### config.mk
export PLATFORM = sky130hd
export DESIGN_NAME = dadda_cpa_seq_flat
export DESIGN_NICKNAME = d
export VERILOG_FILES = /design/src/rtl/dadda_cpa_seq_pkg.sv /design/src/rtl/dadda_cpa_seq_if.sv /design/src/rtl/dadda_cpa_seq_seg_add.sv /design/src/rtl/dadda_cpa_seq.sv /design/src/flat_wrapper.sv
export SDC_FILE = /design/constraint.sdc
export NUM_CORES = 1
export LEC_CHECK = 0
export BUFFER_PORTS_ARGS = -buffer_cell sky130_fd_sc_hd__buf_4
export CAP_MARGIN = 20
export CORE_MARGIN = 5
export CORE_UTILIZATION = 57
export DETAILED_ROUTE_END_ITERATION = 8
export GPL_TIMING_DRIVEN = 0
export PLACE_DENSITY = 0.83
export RECOVER_POWER = 50
export SKIP_CTS_REPAIR_TIMING = 1
export SLEW_MARGIN = 10
export SYNTH_ARGS = -nofsm -noshare
export SYNTH_HDL_FRONTEND = slang
export SYNTH_SLANG_ARGS = --single-unit
### constraint.sdc
create_clock -name clk -period 9.3 [get_ports clk]
set_clock_uncertainty 0.2 [all_clocks]
set_input_delay 2.79 -clock clk [delete_from_list [all_inputs] [get_ports clk]]
set_output_delay 2.79 -clock clk [all_outputs]
set_load 0.005 [all_outputs]
### src/rtl/dadda_cpa_seq_pkg.sv
// Shared types for the Dadda final-adder stage: FSM state encodings and default sizing.
// Also used by the multiplier top-level controller, so the state encodings are fixed.
package dadda_cpa_seq_pkg;

  typedef enum logic [1:0] {
    ST_IDLE = 2'd0,
    ST_ADD  = 2'd1,
    ST_DONE = 2'd2
  } cpa_state_t;

  localparam int DEF_WIDTH = 16;
  localparam int DEF_SEG   = 4;

endpackage

### src/rtl/dadda_cpa_seq_if.sv
// Row-in / product-out handshake bundle for the segmented carry-propagate adder.
interface dadda_cpa_seq_if #(
  parameter int WIDTH = dadda_cpa_seq_pkg::DEF_WIDTH
);
  logic             in_valid;
  logic             in_ready;
  logic [WIDTH-1:0] row_s;
  logic [WIDTH-1:0] row_c;
  logic             out_valid;
  logic             out_ready;
  logic [WIDTH-1:0] product;
  logic             carry_out;

  // master: the compressor tree / result consumer side
  modport master (
    output in_valid, row_s, row_c, out_ready,
    input  in_ready, out_valid, product, carry_out
  );

  modport slave (
    input  in_valid, row_s, row_c, out_ready,
    output in_ready, out_valid, product, carry_out
  );
endinterface

### src/rtl/dadda_cpa_seq_seg_add.sv
// SEG-bit ripple-carry adder built from full-adder cells; purely combinational.
module dadda_seg_add
  import dadda_cpa_seq_pkg::*;
#(
  parameter int SEG = DEF_SEG
) (
  input  logic [SEG-1:0] i_a,
  input  logic [SEG-1:0] i_b,
  input  logic           i_cin,
  output logic [SEG-1:0] o_s,
  output logic           o_cout
);

  logic [SEG:0] w_c;

  assign w_c[0] = i_cin;

  for (genvar i = 0; i < SEG; i++) begin : g_fa
    assign o_s[i]   = i_a[i] ^ i_b[i] ^ w_c[i];
    assign w_c[i+1] = (i_a[i] & i_b[i]) | (w_c[i] & (i_a[i] ^ i_b[i]));
  end

  assign o_cout = w_c[SEG];

endmodule

### src/rtl/dadda_cpa_seq.sv
// Final carry-propagate add of the Dadda sum/carry rows, SEG bits per cycle; result after NSEG edges.
// Accepts only in IDLE; holds product in DONE until out_ready, no accept/issue bypass.
module dadda_cpa_seq
  import dadda_cpa_seq_pkg::*;
#(
  parameter int WIDTH = DEF_WIDTH,
  parameter int SEG   = DEF_SEG
) (
  input  logic           clk,
  input  logic           rst,
  dadda_cpa_seq_if.slave io_bus
);

  localparam int NSEG = WIDTH / SEG;
  localparam int CW   = (NSEG > 1) ? $clog2(NSEG) : 1;
  localparam logic [CW-1:0] LAST_SEG = CW'(NSEG - 1);

  if (WIDTH % SEG != 0) begin : g_bad_seg
    $error("dadda_cpa_seq: SEG must divide WIDTH");
  end

  cpa_state_t       r_state;
  logic [CW-1:0]    r_seg_cnt;
  logic [WIDTH-1:0] r_row_s;
  logic [WIDTH-1:0] r_row_c;
  logic [WIDTH-1:0] r_product;
  logic             r_carry;
  logic             r_carry_out;
  logic             r_in_ready;
  logic             r_out_valid;

  logic [31:0]      w_base;
  logic [SEG-1:0]   w_s_seg;
  logic [SEG-1:0]   w_c_seg;
  logic [SEG-1:0]   w_sum;
  logic             w_cout;

  assign w_base  = 32'(r_seg_cnt) * 32'(SEG);
  assign w_s_seg = r_row_s[w_base +: SEG];
  assign w_c_seg = r_row_c[w_base +: SEG];

  dadda_seg_add #(.SEG(SEG)) u_seg_add (
    .i_a    (w_s_seg),
    .i_b    (w_c_seg),
    .i_cin  (r_carry),
    .o_s    (w_sum),
    .o_cout (w_cout)
  );

  always_ff @(posedge clk) begin
    if (rst) begin
      r_state     <= ST_IDLE;
      r_seg_cnt   <= '0;
      r_row_s     <= '0;
      r_row_c     <= '0;
      r_product   <= '0;
      r_carry     <= 1'b0;
      r_carry_out <= 1'b0;
      r_in_ready  <= 1'b1;
      r_out_valid <= 1'b0;
    end else begin
      case (r_state)
        ST_IDLE: begin
          if (io_bus.in_valid) begin
            r_row_s    <= io_bus.row_s;
            r_row_c    <= io_bus.row_c;
            r_product  <= '0;
            r_carry    <= 1'b0;
            r_seg_cnt  <= '0;
            r_in_ready <= 1'b0;
            r_state    <= ST_ADD;
          end
        end
        ST_ADD: begin
          r_product[w_base +: SEG] <= w_sum;
          r_carry                  <= w_cout;
          r_seg_cnt                <= r_seg_cnt + 1'b1;
          if (r_seg_cnt == LAST_SEG) begin
            r_carry_out <= w_cout;
            r_out_valid <= 1'b1;
            r_state     <= ST_DONE;
          end
        end
        ST_DONE: begin
          if (io_bus.out_ready) begin
            r_out_valid <= 1'b0;
            r_in_ready  <= 1'b1;
            r_state     <= ST_IDLE;
          end
        end
        default: begin
          r_out_valid <= 1'b0;
          r_in_ready  <= 1'b1;
          r_state     <= ST_IDLE;
        end
      endcase
    end
  end

  assign io_bus.in_ready  = r_in_ready;
  assign io_bus.out_valid = r_out_valid;
  assign io_bus.product   = r_product;
  assign io_bus.carry_out = r_carry_out;

endmodule

### src/flat_wrapper.sv
// flat-port wrapper written by rule: the top's interface ports become plain ports
module dadda_cpa_seq_flat import dadda_cpa_seq_pkg::*;
#(
  parameter int WIDTH = DEF_WIDTH,
  parameter int SEG   = DEF_SEG
)
  (clk, rst, io_bus_in_valid, io_bus_row_s, io_bus_row_c, io_bus_out_ready, io_bus_in_ready, io_bus_out_valid, io_bus_product, io_bus_carry_out);
  dadda_cpa_seq_if #(.WIDTH(WIDTH)) io_bus_i ();
  input  logic clk;
  input  logic rst;
  input wire logic [$bits(io_bus_i.in_valid)-1:0] io_bus_in_valid;
  input wire logic [$bits(io_bus_i.row_s)-1:0] io_bus_row_s;
  input wire logic [$bits(io_bus_i.row_c)-1:0] io_bus_row_c;
  input wire logic [$bits(io_bus_i.out_ready)-1:0] io_bus_out_ready;
  output wire logic [$bits(io_bus_i.in_ready)-1:0] io_bus_in_ready;
  output wire logic [$bits(io_bus_i.out_valid)-1:0] io_bus_out_valid;
  output wire logic [$bits(io_bus_i.product)-1:0] io_bus_product;
  output wire logic [$bits(io_bus_i.carry_out)-1:0] io_bus_carry_out;
  assign io_bus_i.in_valid = io_bus_in_valid;
  assign io_bus_i.row_s = io_bus_row_s;
  assign io_bus_i.row_c = io_bus_row_c;
  assign io_bus_i.out_ready = io_bus_out_ready;
  assign io_bus_in_ready = io_bus_i.in_ready;
  assign io_bus_out_valid = io_bus_i.out_valid;
  assign io_bus_product = io_bus_i.product;
  assign io_bus_carry_out = io_bus_i.carry_out;
  dadda_cpa_seq #(.WIDTH(WIDTH), .SEG(SEG)) u_core (.clk(clk), .rst(rst), .io_bus(io_bus_i));
endmodule
==> flow_metrics.py <==
metrics = {
    "status": {
        "status": "completed",
    },
    "clocking": {
        "insertion_delay_ns": 0.31,
        "root_buffer": "clkbuf_8",
        "cts.sinks": 56,
        "cts_tree": "yes",
        "clk_pin_slew_ns": 0.09,
        "cts_buffers": 5,
        "cts.path.max_buffers": 2,
        "htreeDepth": 2,
    },
    "placement": {
        "io_buffers": 54,
        "dpl.hpwl_um": 4125,
        "gp_congestion": 0.8167,
        "preCtsSetupSlack_ns": 5.232,
    },
    "logic_synthesis": {
        "ys_warn_count": 0,
        "synth_top_area_cell": "dfxtp_1",
        "synth_edf_count": 0,
        "synth_top_area_share_pct": 46.00,
        "ys_ff_latch": 56,
        "synth_area_leaders": "dfxtp_1, nand2_1, a21oi_1, mux4_2, a22o_1",
        "ys_seq_area_share_pct": 46.00,
        "synth_most_common_cell": "nand2_1",
        "yosys-top-cells-count": "nand2_1, dfxtp_1, a21oi_1",
        "postSynthCellCount": 258,
        "synth_cell_types": 33,
        "avgSynthCellArea_um2": 9.447,
        "synth_ff_type": "dfxtp_1",
        "synth.net_count": 302,
        "async_flop_share_pct": 0,
        "syn_area_um2": 2437,
    },
    "timing": {
        "fmax_ghz": 0.2427,
        "drv_slew": 0,
        "slew_headroom_pct": 60.96,
        "setup_violations": 0,
        "period_share_pct": 44.30,
        "layout_min_cycle_time_ns": 4.120,
        "worst_slew_pin_slew_ns": 0.5856,
        "setup-tns-final_ns": 0,
        "setup_ws_ns": 5.180,
        "final_hold_viol_count": 0,
        "rsz0062_at_grt": "no",
    },
    "global_routing": {
        "antenna_found_initial": 0,
        "grt_pass1_vias": 2129,
        "grtUsageTotal_pct": 22.06,
        "grt_pass1_wl_um": 9535,
        "grt_max_degree": 17,
        "gr-total-overflow": 0,
    },
    "route": {
        "firstDrtPassIters": 4,
        "remaining_drc_errors": 0,
        "initialDrtViolationCount": 183,
        "ant_nets": 0,
        "wl_um": 5589,
        "via_per_inst": 5.486,
        "avgRoutedWirePerCell_um": 15.11,
        "via_count": 2030,
    },
    "setup_path": {
        "cp_max_fo": 10,
        "cp_cell_sequence": "clkbuf_1 -> or3b_1 -> clkbuf_1 -> clkbuf_1 -> nand2_1 -> a21oi_1",
        "critPathMaxStageDelay_ns": 0.38,
        "required_ns": 9.27,
        "cp_data_arrival_time_ns": 4.09,
        "critPathKind": "in2reg",
        "cpMostUsedCell": "clkbuf_1",
        "cpMaxStageDelayCell": "or3b_1",
        "crit_path_end_kind": "flip-flop",
        "crit_path_start_kind": "input pin",
    },
    "pwr": {
        "vdd_drop_max_v": 0.0001154,
        "p_int_mw": 0.3763,
        "p_sw_share_pct": 23.84,
        "clockPowerShare_pct": 34.7,
        "leakagePower_nw": 1.210,
        "p_per_area_nw_per_um2": 165.6,
        "p_sw_mw": 0.1178,
        "power_frac_comb_pct": 13.6,
        "seqPwrFrac_pct": 51.7,
    },
    "final_layout": {
        "n_fill_cell": 313,
        "diodes": 0,
        "nNetsFinal": 363,
        "final_util_pct": 73.03,
        "syn_to_final_growth_pct": 22.43,
        "drive_above_1_share_pct": 25.62,
    },
    "floorplan": {
        "die-area_um2": 5684,
        "die_h_um": 75.39,
        "fp-row-count": 23,
        "start_util_pct": 59.64,
        "coreArea_um2": 4086,
        "die_w_um": 75.39,
        "ios": 55,
    },
    "worst_hold_path": {
        "worstHoldPathType": "reg2reg",
    },
    "run": {
        "maxCapViolCount": 0,
    },
}
[per-layer routing]
metal	global-route usage (%)	share of wire, %	wire (µm)	vias to the layer above
li1	-	-	-	995
met1	27.16	43	2420	973
met2	37.58	49	2743	53
met3	5.277	5.7	318	9
met4	8.155	1.9	106	0
met5	0	0	0	-
[worst max-delay path: cells and delay by family]
| kind | cells | cell delay (ns) |
|---|---|---|
| AO/OA/AOI/OAI | 1 | 0.08 |
| buffers and inverters | 3 | 0.70 |
| AND/OR/NAND/NOR | 2 | 0.52 |
[kinds of logic (layout without fill, tap and decap cells)]
| group | after synthesis | after routing | synth area share [%] |
|---|---|---|---|
| muxes | 13 | 13 | 9.651 |
| buffers and inverters | 29 | 91 | 5.904 |
| and+or+nand+nor | 89 | 89 | 16.38 |
| adders and majority gates | 8 | 8 | 5.339 |
| AOI/OAI and AO/OA | 63 | 63 | 16.73 |
| DFF | 56 | 56 | 46.00 |
[power by group through the flow]
stage                     logic (mW)  registers [mW]  clock network [mW]
final                         0.0673           0.255               0.171
after global routing          0.0754           0.257               0.184
after CTS                     0.0705           0.255               0.173
after detailed placement      0.0697           0.261                   0
after global placement        0.0680           0.260                   0
after floorplan               0.0451           0.259                   0
[area by class of cell]
class / instances / area (µm²) / area share (%)
Multi-Input combinational cell: 173 / 1157 / 38.78
Sequential cell: 56 / 1121 / 37.57
Timing Repair Buffer: 54 / 397.9 / 13.33
Clock buffer: 7 / 96.34 / 3.229
Buffer: 16 / 70.07 / 2.348
Tap cell: 50 / 62.56 / 2.096
Inverter: 13 / 48.80 / 1.635
Clock inverter: 1 / 30.03 / 1.006
[registers in the layout, summed over array words and instances (netlist names)]
register,cells
u_core.r_row_c,16
u_core.io_bus.carry_out,1
u_core.io_bus.out_valid,1
u_core.io_bus.in_ready,1
u_core.io_bus.product,16
u_core.r_seg_cnt,2
u_core.r_carry,1
u_core.r_row_s,16
u_core.r_state,2
[worst paths after layout]
path	from	to	slack, ns	depth (start not counted)
max reg2reg	u_core.r_seg_cnt[0]	u_core.io_bus.product[3]	5.80	11
min	u_core.r_row_c[9]	u_core.r_row_c[9]	0.26	2
max	io_bus_in_valid	u_core.r_row_s[3]	5.18	6
min reg2reg	u_core.r_row_c[9]	u_core.r_row_c[9]	0.26	2
[metrics by stage]
stage | hold WS (ns) | power [mW] | instance area [µm²] | instances
finish | 0.2575 | 0.4941 | 2984 | 370
CTS | 0.2571 | 0.4989 | 3032 | 370
floorplan | 0.2331 | 0.3044 | 2437 | 258
global route | 0.2779 | 0.5165 | 2984 | 370
detailed placement | 0.2441 | 0.3305 | 2905 | 362
global placement | 0.2408 | 0.3285 | 2905 | 362
[cell usage in the layout, fill, tap and decap left out, drive strengths merged, types with 2 or more instances in the layout]
cell    netlist  layout
nand2        68      68
buf          11      57
dfxtp        56      56
a21oi        40      40
clkbuf        5      20
a22o         16      16
inv          13      13
nor2          9       9
mux4          8       8
mux2          4       4
fa            4       4
ha            4       4
o21bai        2       2
nor3          2       2
No activity file was read; power rests on OpenSTA's default activity.
